==> config.mk <==
export PLATFORM = sky130hd
export DESIGN_NAME = ldpc_iter_ctrl
export DESIGN_NICKNAME = d
export VERILOG_FILES = /design/src/rtl/ldpc_iter_ctrl.sv
export SDC_FILE = /design/constraint.sdc
export NUM_CORES = 1
export LEC_CHECK = 0
export ABC_AREA = 1
export CELL_PAD_IN_SITES_DETAIL_PLACEMENT = 1
export CELL_PAD_IN_SITES_GLOBAL_PLACEMENT = 1
export CORE_MARGIN = 3
export CORE_UTILIZATION = 32
export CTS_CLUSTER_SIZE = 40
export DETAILED_ROUTE_END_ITERATION = 12
export GPL_ROUTABILITY_DRIVEN = 0
export GPL_TIMING_DRIVEN = 1
export PLACE_DENSITY_LB_ADDON = 0.1
export SLEW_MARGIN = 5
export SYNTH_ARGS = -nofsm -noshare
export SYNTH_HDL_FRONTEND = slang
export SYNTH_SLANG_ARGS = --single-unit
==> constraint.sdc <==
create_clock -name clk -period 1.4 [get_ports clk]
set_input_delay 0.21 -clock clk [delete_from_list [all_inputs] [get_ports clk]]
set_output_delay 0.21 -clock clk [all_outputs]
set_load 0.01 [all_outputs]
==> src/rtl/ldpc_iter_ctrl.sv <==
// Iteration controller for a layered-free (flooding) LDPC decoder: sequences
// load, check-node, variable-node and syndrome-check phases until convergence or MAX_ITER.
module ldpc_iter_ctrl #(
  parameter int MAX_ITER = 8,
  parameter int ITER_W   = 4,
  parameter int CNU_CYC  = 2,
  parameter int VNU_CYC  = 2
) (
  input  logic              clk,
  input  logic              rst,
  input  logic              start,
  input  logic              abort,
  input  logic              syn_valid,
  input  logic              syn_zero,
  output logic              load_en,
  output logic              cnu_en,
  output logic              vnu_en,
  output logic              chk_en,
  output logic [ITER_W-1:0] iter_cnt,
  output logic              busy,
  output logic              done,
  output logic              success
);

  localparam int MAX_CYC = (CNU_CYC > VNU_CYC) ? CNU_CYC : VNU_CYC;
  localparam int PH_W    = (MAX_CYC > 1) ? $clog2(MAX_CYC) : 1;

  localparam logic [PH_W-1:0]   CNU_LAST  = PH_W'(CNU_CYC - 1);
  localparam logic [PH_W-1:0]   VNU_LAST  = PH_W'(VNU_CYC - 1);
  localparam logic [ITER_W-1:0] LAST_ITER = ITER_W'(MAX_ITER - 1);

  typedef enum logic [2:0] {
    S_IDLE,
    S_LOAD,
    S_CNU,
    S_VNU,
    S_CHECK,
    S_DONE
  } state_t;

  state_t          state;
  logic [PH_W-1:0] phase;

  // Phase counter counts down from CYC-1; a phase ends when it reaches zero.
  always_ff @(posedge clk) begin
    if (rst) begin
      state    <= S_IDLE;
      iter_cnt <= '0;
      success  <= 1'b0;
      phase    <= '0;
    end else begin
      case (state)
        S_IDLE: begin
          if (start) begin
            state    <= S_LOAD;
            iter_cnt <= '0;
            success  <= 1'b0;
          end
        end
        S_LOAD: begin
          if (abort) begin
            state   <= S_IDLE;
            success <= 1'b0;
          end else begin
            state <= S_CNU;
            phase <= CNU_LAST;
          end
        end
        S_CNU: begin
          if (abort) begin
            state   <= S_IDLE;
            success <= 1'b0;
          end else if (phase == '0) begin
            state <= S_VNU;
            phase <= VNU_LAST;
          end else begin
            phase <= phase - PH_W'(1);
          end
        end
        S_VNU: begin
          if (abort) begin
            state   <= S_IDLE;
            success <= 1'b0;
          end else if (phase == '0) begin
            state <= S_CHECK;
            phase <= '0;
          end else begin
            phase <= phase - PH_W'(1);
          end
        end
        // Abort outranks a syndrome result arriving in the same cycle.
        S_CHECK: begin
          if (abort) begin
            state   <= S_IDLE;
            success <= 1'b0;
          end else if (syn_valid) begin
            if (syn_zero) begin
              state   <= S_DONE;
              success <= 1'b1;
            end else if (iter_cnt == LAST_ITER) begin
              state   <= S_DONE;
              success <= 1'b0;
            end else begin
              state    <= S_CNU;
              phase    <= CNU_LAST;
              iter_cnt <= iter_cnt + ITER_W'(1);
            end
          end
        end
        S_DONE: begin
          state <= S_IDLE;
        end
        default: begin
          state <= S_IDLE;
        end
      endcase
    end
  end

  // Strobes decode from the state register only; rst forces them low at once.
  assign load_en = (state == S_LOAD)  && !rst;
  assign cnu_en  = (state == S_CNU)   && !rst;
  assign vnu_en  = (state == S_VNU)   && !rst;
  assign chk_en  = (state == S_CHECK) && !rst;
  assign done    = (state == S_DONE)  && !rst;
  assign busy    = (state != S_IDLE)  && !rst;

endmodule

==> results_tabular.tex <==
\begin{tabular}{lr}
\hline
Metric & Value \\
\hline
\multicolumn{2}{l}{\textbf{Yosys}} \\
Cells after Synth & 108 \\
Number of unique standard cell types used by synthesis & 22 \\
Cell with the most instances after synthesis & sky130\_fd\_sc\_hd\_\_nand2\_1 \\
Synthesized area divided by synthesized cell count & 6.488 sq um \\
Most instantiated flip-flop cell in the synthesis netlist & sky130\_fd\_sc\_hd\_\_dfxtp\_1 \\
Top post-synthesis cells by count & 23 x sky130\_fd\_sc\_hd\_\_nand2\_1, 18 x sky130\_fd\_sc\_hd\_\_nand3\_1, 11 x sky130\_fd\_sc\_hd\_\_inv\_1, 10 x sky130\_fd\_sc\_hd\_\_a21oi\_1, 10 x sky130\_fd\_sc\_hd\_\_nor2\_1 \\
Async set-or-reset flop fraction in the synthesized netlist & 0\% \\
Yosys Warn Count & 0 \\
Post-Synthesis Net Count & 115 \\
Post-synth top area cell & sky130\_fd\_sc\_hd\_\_dfxtp\_1 \\
Cell area after synthesis & 700.7 sq um \\
Main area contributors after synthesis & sky130\_fd\_sc\_hd\_\_dfxtp\_1 26\%, sky130\_fd\_sc\_hd\_\_nand3\_1 13\%, sky130\_fd\_sc\_hd\_\_nand2\_1 12\% \\
Post-synth EDFFs & 0 \\
Synthesis-stage register bit count & 9 \\
Proportion of synthesized chip area in sequential cells & 25.71\% \\
Yosys top cell area share & 25.71\% \\
\multicolumn{2}{l}{\textbf{Die}} \\
Area of the core & 2022 sq um \\
Effective utilization at floorplan & 34.65\% \\
Num rows & 16 \\
Die height & 52.80 um \\
Boundary pin count & 17 \\
Chip Width & 52.80 um \\
Area enclosed by the die boundary & 2787 sq um \\
\multicolumn{2}{l}{\textbf{Clock network}} \\
Clock tree sinks & 9 \\
Hold-fix buffer count after cts & 0 \\
CTS max path bufs & 2 \\
Number of CTS-inserted buffers & 3 \\
Clock latency at the later pin of the worst-skew pair & 0.28 ns \\
Clock tree from TritonCTS & yes \\
Level count of the clock H-tree & 1 \\
Library cell used as clock root buffer & sky130\_fd\_sc\_hd\_\_clkbuf\_4 \\
Clk slew on worst S/H paths & 0.08 ns \\
Buffer count from post-CTS setup fixing & 0 \\
\multicolumn{2}{l}{\textbf{Routing}} \\
Total iterations of the first detailed-routing run & 4 \\
WL/cell & 14.50 um \\
Vias post-DR & 836 \\
Remaining antenna violation count & 0 \\
Initial DRC count & 10 \\
Number of vias per cell & 4.947 \\
WL final & 2.451 mm \\
Number of remaining DRC errors & 0 \\
\multicolumn{2}{l}{\textbf{STA}} \\
Final critical-path share of the clock period & 98.14\% \\
Minimum clock period & 1.374 ns \\
RSZ-0062 raised after global routing & yes \\
Number of pins exceeding their max-slew limit in the final report & 0 \\
Worst rel slew slack & 80.78\% \\
Hold Violations, Final & 0 \\
Setup skew after layout & 0.01055 ns \\
Final setup violation count & 0 \\
Maximum clock frequency & 0.7278 GHz \\
Final setup margin & 0.02606 ns \\
Transition time at the pin with the least slew margin & 0.2883 ns \\
\multicolumn{2}{l}{\textbf{Power and ir drop}} \\
Power per cell area & 867.3 nW/um\^{}2 \\
Combinational cell fraction of total power & 43.1\% \\
Switching power total & 353.6 uW \\
Int Pwr & 579.6 uW \\
Sequential share of power & 32.4\% \\
Switching power as a share of total power & 37.89\% \\
Clk pwr share & 24.5\% \\
Pleak & 0.5317 nW \\
Maximum vdd ir drop & 0.5666 mV \\
\multicolumn{2}{l}{\textbf{Global route}} \\
Global route overflow & 0 \\
Global-route total usage across every layer & 19.41\% \\
Wire length of the first global-routing pass & 3.884 mm \\
Vias in the first global route & 833 \\
Largest net degree at the start of global routing & 8 \\
Initial antenna violation count & 0 \\
\multicolumn{2}{l}{\textbf{Cells and area}} \\
Final core utilization & 53.22\% \\
Layout overhead on the synthesized area & 53.57\% \\
Count of inserted antenna diode cells & 0 \\
Layout cell share with drive strength beyond 1 & 35.92\% \\
Number of nets at the end of the flow & 150 \\
\multicolumn{2}{l}{\textbf{Setup path}} \\
Signal arrival time at the worst endpoint & 1.16 ns \\
Critical setup path kind & reg2out \\
Largest fanout on the critical path & 4 \\
Critical Path Start Type & flop \\
Type of element capturing the critical path & output pin \\
Data required time at the worst endpoint & 1.19 ns \\
\multicolumn{2}{l}{\textbf{Job}} \\
Number of maximum-capacitance constraint violations & 0 \\
\multicolumn{2}{l}{\textbf{Status}} \\
Result of the run & completed \\
\multicolumn{2}{l}{\textbf{Placement}} \\
Setup slack at placement & -0.3699 ns \\
HPWL Detailed & 1.881 mm \\
\# port buffers & 16 \\
\multicolumn{2}{l}{\textbf{Worst hold path}} \\
Class of the tightest hold or removal check & reg2reg \\
\hline
\end{tabular}
## worst max-delay path, stage by stage, from the launching register on
cell and delay (ns):
sky130_fd_sc_hd__dfxtp_4 0.37, sky130_fd_sc_hd__buf_12 0.13, sky130_fd_sc_hd__nor2_8 0.13, sky130_fd_sc_hd__nand2_4 0.06, sky130_fd_sc_hd__nor2_1 0.07, sky130_fd_sc_hd__buf_2 0.13
## state kept, by name (all words and copies together) (netlist names)
| signal | count |
|---|---|
| iter_cnt | 4 |
| state | 3 |
| phase | 1 |
| success | 1 |
## final cells by class
class                      instances  area, sq um
clock buffer                       4        26.28
fill                             289        945.9
inverter                          14        57.56
multi-input combinational         82        493.0
sequential                         9        190.2
tap                               27        33.78
timing repair buffer              33        275.3
## per-layer routing
layer	wire length [um]	GRT usage [%]
met1	1070	24.32
met2	1254	32.44
met3	87	2.849
met4	39	8.511
met5	0	0
## repair_timing
item                       4_1_cts  5_1_grt
setup endpoints to repair       10       10
hold endpoints to repair         0        0
resized for setup               27       21
pin swaps                        0        7
## power groups by stage
stage | combinational [mW] | sequential, mW | clock, mW
after floorplan | 0.206 | 0.307 | 0
after global placement | 0.369 | 0.305 | 0
after detailed placement | 0.381 | 0.306 | 0
after CTS | 0.371 | 0.301 | 0.231
after global routing | 0.444 | 0.308 | 0.239
final | 0.402 | 0.303 | 0.228
## stage by stage
stage,instance area [sq um],hold WS [ns],power [mW],TNS [ns],instances
CTS,1015,0.4962,0.9032,0,169
finish,1076,0.4888,0.9332,0,169
detailed placement,1008,0.4757,0.6877,-2.420,165
global placement,1008,0.4692,0.6742,-1.947,165
floorplan,700.7,0.3832,0.5123,0,108
global route,1076,0.5286,0.9908,-0.08955,169
## logic make-up (layout without fill, tap and decap cells)
family / count (synthesis) / in the layout / share of synthesized area [%]
buffers and inverters: 17 / 51 / 11.96
adders and majority gates: 1 / 1 / 1.785
and+or+nand+nor: 66 / 66 / 47.68
DFF: 9 / 9 / 25.71
AOI/OAI and AO/OA: 15 / 15 / 12.86
## worst paths after layout
check,startpoint,to,slack [ns],depth (start not counted)
hold reg to reg,success,success,0.49,2
setup / recovery,state[0],chk_en,0.03,5
hold / removal,success,success,0.49,2
setup reg to reg,state[0],success,0.09,8
## cell usage in the layout (no fill, tap or decap)
cell type	count
sky130_fd_sc_hd__dfxtp_2	2
sky130_fd_sc_hd__nand2_4	2
sky130_fd_sc_hd__buf_4	14
sky130_fd_sc_hd__a21oi_4	1
sky130_fd_sc_hd__clkinv_4	1
sky130_fd_sc_hd__inv_2	2
sky130_fd_sc_hd__nand4_1	1
sky130_fd_sc_hd__clkdlybuf4s50_1	5
sky130_fd_sc_hd__buf_2	4
sky130_fd_sc_hd__ha_2	1
sky130_fd_sc_hd__o21ai_4	1
sky130_fd_sc_hd__nand3b_1	3
sky130_fd_sc_hd__nand2_1	22
sky130_fd_sc_hd__nand3_4	1
sky130_fd_sc_hd__nand2_2	2
sky130_fd_sc_hd__buf_12	1
sky130_fd_sc_hd__clkbuf_1	1
sky130_fd_sc_hd__dlymetal6s2s_1	1
sky130_fd_sc_hd__clkbuf_2	2
sky130_fd_sc_hd__nor2_8	1
sky130_fd_sc_hd__nor2_1	9
sky130_fd_sc_hd__dlygate4sd2_1	4
sky130_fd_sc_hd__clkbuf_4	3
sky130_fd_sc_hd__nor3_1	5
sky130_fd_sc_hd__dfxtp_1	5
sky130_fd_sc_hd__nor2_2	2
sky130_fd_sc_hd__a21oi_2	1
sky130_fd_sc_hd__o21ai_0	3
sky130_fd_sc_hd__nand3_2	5
sky130_fd_sc_hd__nand3_1	12
sky130_fd_sc_hd__dfxtp_4	2
sky130_fd_sc_hd__a21oi_1	9
sky130_fd_sc_hd__inv_1	11
sky130_fd_sc_hd__buf_6	2
sky130_fd_sc_hd__nor2_4	1
Note: power is estimated with default switching activity, not from simulation.
